==> src/rtl/alu_seq.sv <==
// alu_seq: instruction sequencer for the 8-bit accumulator ALU.
// It takes one instruction per valid/ready handshake and drives the ALU operands.
// It writes the registered ALU result back into the architectural accumulator.
// A conditional instruction is retired as skipped when the accumulator is zero.
module alu_seq #(
  parameter int WIDTH = 8,
  parameter int CNT_W = 8
) (
  input  logic             clk,
  input  logic             reset,
  input  logic             instr_valid,
  output logic             instr_ready,
  input  logic [11:0]      instr,
  output logic [WIDTH-1:0] alu_accum,
  output logic [WIDTH-1:0] alu_data,
  output logic [2:0]       alu_opcode,
  input  logic [WIDTH-1:0] alu_out,
  input  logic             alu_zero,
  output logic [WIDTH-1:0] acc_out,
  output logic             done,
  output logic             skipped,
  output logic [CNT_W-1:0] instr_count
);

  typedef enum logic [1:0] {
    IDLE    = 2'd0,
    ISSUE   = 2'd1,
    CAPTURE = 2'd2
  } state_t;

  state_t           state_q, state_d;
  logic [WIDTH-1:0] acc_q, acc_d;
  logic [2:0]       op_q, op_d;
  logic [WIDTH-1:0] data_q, data_d;
  logic [CNT_W-1:0] cnt_q, cnt_d;
  logic             done_q, done_d;
  logic             skipped_q, skipped_d;

  // Next-state and next-register values for the IDLE/ISSUE/CAPTURE sequence.
  always_comb begin
    state_d   = state_q;
    acc_d     = acc_q;
    op_d      = op_q;
    data_d    = data_q;
    cnt_d     = cnt_q;
    done_d    = 1'b0;
    skipped_d = 1'b0;
    case (state_q)
      IDLE: begin
        if (instr_valid) begin
          if (instr[11] && alu_zero) begin
            // Conditional instruction on a zero accumulator: retire without executing.
            done_d    = 1'b1;
            skipped_d = 1'b1;
          end else begin
            op_d    = instr[10:8];
            data_d  = instr[WIDTH-1:0];
            state_d = ISSUE;
          end
        end else begin
          state_d = IDLE;
        end
      end
      ISSUE: begin
        // The ALU registers its result at the end of this cycle.
        state_d = CAPTURE;
      end
      CAPTURE: begin
        acc_d   = alu_out;
        cnt_d   = cnt_q + {{(CNT_W-1){1'b0}}, 1'b1};
        done_d  = 1'b1;
        state_d = IDLE;
      end
      default: begin
        state_d = IDLE;
      end
    endcase
  end

  // State and datapath registers; reset aborts any in-flight instruction.
  always_ff @(posedge clk or posedge reset) begin
    if (reset) begin
      state_q   <= IDLE;
      acc_q     <= {WIDTH{1'b0}};
      op_q      <= 3'b000;
      data_q    <= {WIDTH{1'b0}};
      cnt_q     <= {CNT_W{1'b0}};
      done_q    <= 1'b0;
      skipped_q <= 1'b0;
    end else begin
      state_q   <= state_d;
      acc_q     <= acc_d;
      op_q      <= op_d;
      data_q    <= data_d;
      cnt_q     <= cnt_d;
      done_q    <= done_d;
      skipped_q <= skipped_d;
    end
  end

  // Ready is a pure decode of the state register, so it never depends on instr_valid.
  assign instr_ready = (state_q == IDLE);
  // ALU operands come straight from registers, so they hold their value while idle.
  assign alu_accum   = acc_q;
  assign alu_data    = data_q;
  assign alu_opcode  = op_q;
  assign acc_out     = acc_q;
  assign done        = done_q;
  assign skipped     = skipped_q;
  assign instr_count = cnt_q;

endmodule

==> config.mk <==
export PLATFORM = sky130hd
export DESIGN_NAME = alu_seq
export DESIGN_NICKNAME = d
export VERILOG_FILES = /design/src/rtl/alu_seq.sv
export SDC_FILE = /design/constraint.sdc
export NUM_CORES = 1
export LEC_CHECK = 0
export BUFFER_PORTS_ARGS = -buffer_cell sky130_fd_sc_hd__buf_2
export CORE_UTILIZATION = 23
export DETAILED_ROUTE_END_ITERATION = 12
export SLEW_MARGIN = 25
export SYNTH_ARGS = -nofsm -noshare
export SYNTH_HDL_FRONTEND = slang
export SYNTH_SLANG_ARGS = --single-unit
export TNS_END_PERCENT = 20
==> constraint.sdc <==
create_clock -name clk -period 1.45 [get_ports clk]
set_input_delay 0.0725 -clock clk [delete_from_list [all_inputs] [get_ports clk]]
set_output_delay 0.0725 -clock clk [all_outputs]
set_load 0.05 [all_outputs]
After elaboration in Yosys (flattened, before gate mapping). Index checks and enable logic that the tools add are counted.

Register bits: 31. Word-level logic and storage cells: 22.

Add/sub/neg operators: 1. Eq/ne operators: 3. Muxes and demuxes: 7. Bitwise gates (word level): 1. Reduce and logical (&&, ||, !) cells: 3.

Operators by type and width (number): $add A8 B1 Y8 const B (1); $mux W2 (2); $pmux W2 S2 (1); $mux W1 (3); $ne A3 B3 Y1 const B (1); $reduce_and A3 Y1 (1); $eq A2 B1 Y1 const B (1); $eq A2 B2 Y1 const B (1); $logic_not A2 Y1 (1); $pmux W1 S2 (1); $logic_and A1 B1 Y1 (1); $not A1 Y1 (1).

Depth between registers and ports, before layout.
Depth in word-level cells: 4. Depth in mapped cells: 4. Depth with buffers taken out: 3.

Worst setup path after synthesis. Ideal clock, no wire load.

Kind: reg-to-reg. Start: register state_q[0]. End: register data_q[0] (netlist: alu_data[0]). Library setup time: 0.125 ns. Arrival time: 1.355 ns. Required time: 1.325 ns. Path slack: -0.030 ns. Stages on the path, launching flop included: 5. Buffers on the path: 1. Clock period less this slack: 1.480 ns. Path through: dfrtp_1 -> nor2_4 -> nand3_2 -> buf_6 -> mux2_4.

Word-level cells in the longest chain between the ends: 2.

Ends and longest elaborated chain: from (decl) (line 31) `state_t state_q, state_d;`; from (signal assigned) (line 91) `state_q <= state_d;`; $logic_not A2 Y1; via instr_ready (line 12) `output logic instr_ready,`; $reduce_and A3 Y1 (no source line); to (signal assigned) (line 86) `data_q <= {WIDTH{1'b0}};`; to (signal assigned) (line 94) `data_q <= data_d;`; to (decl) (line 34) `logic [WIDTH-1:0] data_q, data_d;`.

The timed path passes the listed nets, and every way through them passes these cells. A chain may end at the register's enable or synchronous reset.

Worst setup path in the final report.
Start: register state_q[0]. End: register op_q[1] (netlist: alu_opcode[1]).

Word-level cells in the longest chain between the ends: 2.

Ends and longest elaborated chain: $logic_not A2 Y1 (line 48) `case (state_q)`; $reduce_and A3 Y1 (no source line); to (signal assigned) (line 93) `op_q <= op_d;`; to (decl) (line 33) `logic [2:0] op_q, op_d;`.

No other way between the ends.

==> results.cfg <==
[status]
status = completed

[synthesis]
synth.distinct_cells = 19
ys_seq_area_share_pct = 59.2
syn-num-nets = 113
synth_common_cells = dfrtp_1, mux2_2, mux2_4, buf_4, xnor2_1
yosys.area_share.simple_pct = 8.02
ys_seq_elements = 31
synth_top_area_share_pct = 59.2
synthesis.instances = 88
synthMuxAreaShare_pct = 19.8
ys.flop_type = dfrtp_1
synth_top_family_by_area = multiplexers
synth_edf_count = 0
synth-xor-area-share_pct = 4.68
yosysMostFrequentCell = dfrtp_1
ys.warnings.count = 0
synth_compound_area_share_pct = 0.478
async_flop_share_pct = 100
synth_top_area_cell = dfrtp_1
synth_adder_area_share_pct = 0.955
synthTopCellsByArea = dfrtp_1, mux2_4, mux2_2, buf_4, xnor2_1
syn_avg_cell_area_sq_um = 14.9
syn_area_sq_um = 1310

[sta]
maxSlewViolCount = 0
worstMarginPinSlew_ns = 0.388
finClkSkew_ns = 0.00154
fin_crit_ns = 1.30
worst_slack_ns = 0.149
worst_slew_margin_rel_pct = 74.1
finalSetupViolCount = 0
max_freq_mhz = 769
rsz0062_at_grt = no
hold_slack_ns = 0.0216
finalHoldViolCount = 0
min_period_over_period_pct = 89.7

[die]
design.core.area_sq_um = 5510
die_x_um = 77.5
dieHeight_um = 77.5
rows = 27
start_util_pct = 23.8
dieArea_sq_um = 6000
pin_count = 62

[clock_network]
cts_buffer_depth = 2
cts.sinks = 31
cts_tree = yes
cts_buffers = 5
postCtsSetupRepairBufs = 0
ctsHoldBuffers = 1
ctsResizeCount = 0
clk_pin_slew_ns = 0.06
insertion_delay_ns = 0.28
htree_levels = 2
root_buffer = clkbuf_8

[grt]
grt_pass1_wl_mm = 4.15
grt_use_total_pct = 9.22
grt_pass1_vias = 883
antenna_found_initial = 0
overflow = 0
grt_max_degree = 32

[place]
placedCellCount = 214
place_congestion = 0.731
place_ws_ns = 0.135
numPortBuffers = 61

[worst_setup_path]
worstSetupPathType = flip-flop to flip-flop
startpoint_type = flip-flop
cp.arrival_ns = 1.46
cp.required_ns = 1.61
cp_max_fo = 12
endpoint_kind = flip-flop

[power_and_ir_drop]
p_leak_nw = 0.902
cellPowerDensity_nw_per_um2 = 2200
vdd_drop_max_mv = 0.893
power_mw = 3.86

[finish]
insertedDiodeCount = 0
fin_cells = 222
area_growth_syn_to_layout_pct = 34.0
drive_above_1_share_pct = 62.7
layout.nets = 175
fin_util_pct = 31.9

[routing]
first_pass_iters = 2
vias = 896
route.top_layer_used = met4
drtIter0Drc = 5
ant_nets = 0
route.met3.wl_um = 184
wl_mm = 2.44
drc = 0
viasPerCell = 4.04
drt-met1-wl_mm = 1.05
wl_per_cell_um = 11.0
wl_met2_mm = 1.16

[worst_hold_path]
hold_class = input port to flip-flop

[flow_run]
maxCapViolCount = 0
[worst max-delay path, stage by stage (launching register included)]
cell and delay [ns]:
dfrtp_1 0.48, nor2_4 0.06, nand3_2 0.07, buf_4 0.22
mux2_2 0.35
[cells in the final DEF, fill, tap and decap left out, drive strengths merged]
cell type / n
a31oi: 1
and3: 1
and4b: 1
buf: 64
clkbuf: 6
clkinv: 1
dfrtp: 31
dlygate4sd3: 1
ha: 1
inv: 2
mux2: 20
nand2: 4
nand3: 1
nand4: 4
nor2: 3
nor2b: 2
xnor2: 6
xor2: 1
[state kept, by name, summed over array words and instances (netlist names)]
register and flops:
acc_out 8, alu_data 8, instr_count 8, alu_opcode 3, state_q 2, done 1
skipped 1
[area by class of cell]
cell class	instances	area (sq um)
Clock buffer	6	82.6
Clock inverter	1	5.00
Fill cell	571	3750
Inverter	2	7.51
Multi-Input combinational cell	45	444
Sequential cell	31	776
Tap cell	72	90.1
Timing Repair Buffer	65	350
[power by group]
part / internal, mW / leakage (nW) / switching (mW)
clock: 0.372 / 0.0470 / 0.304
sequential: 1.10 / 0.379 / 0.197
combinational: 0.493 / 0.475 / 1.39
[kinds of logic after synthesis]
family,Yosys count
AO/OA/AOI/OAI,1
flip-flops,31
AND/OR/NAND/NOR,16
adder cells (fa/ha/maj),1
multiplexers,20
buffers and inverters,12
XOR/XNOR,7
[per-layer routing]
metal | vias up | track usage [%]
li1 | 415 | -
met1 | 429 | 10.2
met2 | 45 | 14.9
met3 | 7 | 3.53
met4 | 0 | 5.66
met5 | - | 0
[worst paths after layout]
kind / start / end / slack (ns) / depth (start not counted)
hold / removal: instr[3] / alu_data[3]$_DFFE_PP0P_ / 0.02 / 2
hold reg to reg: instr_count[7]$_DFFE_PP0P_ / instr_count[7]$_DFFE_PP0P_ / 0.47 / 1
setup reg to reg: state_q[0]$_DFFE_PP0P_ / alu_opcode[1]$_DFFE_PP0P_ / 0.15 / 4
setup / recovery: state_q[0]$_DFFE_PP0P_ / alu_opcode[1]$_DFFE_PP0P_ / 0.15 / 4
min in group asynchronous: reset / alu_opcode[2]$_DFFE_PP0P_ / 0.41 / 4
max in group asynchronous: reset / acc_out[2]$_DFFE_PP0P_ / 0.76 / 4
[through the flow]
step                      TNS (ns)  area, sq um
after global placement           0         1660
after floorplan             -0.272         1310
after CTS                        0         1760
after global routing             0         1760
after detailed placement         0         1660
final                            0         1760
(Power assumes the default switching activity.)
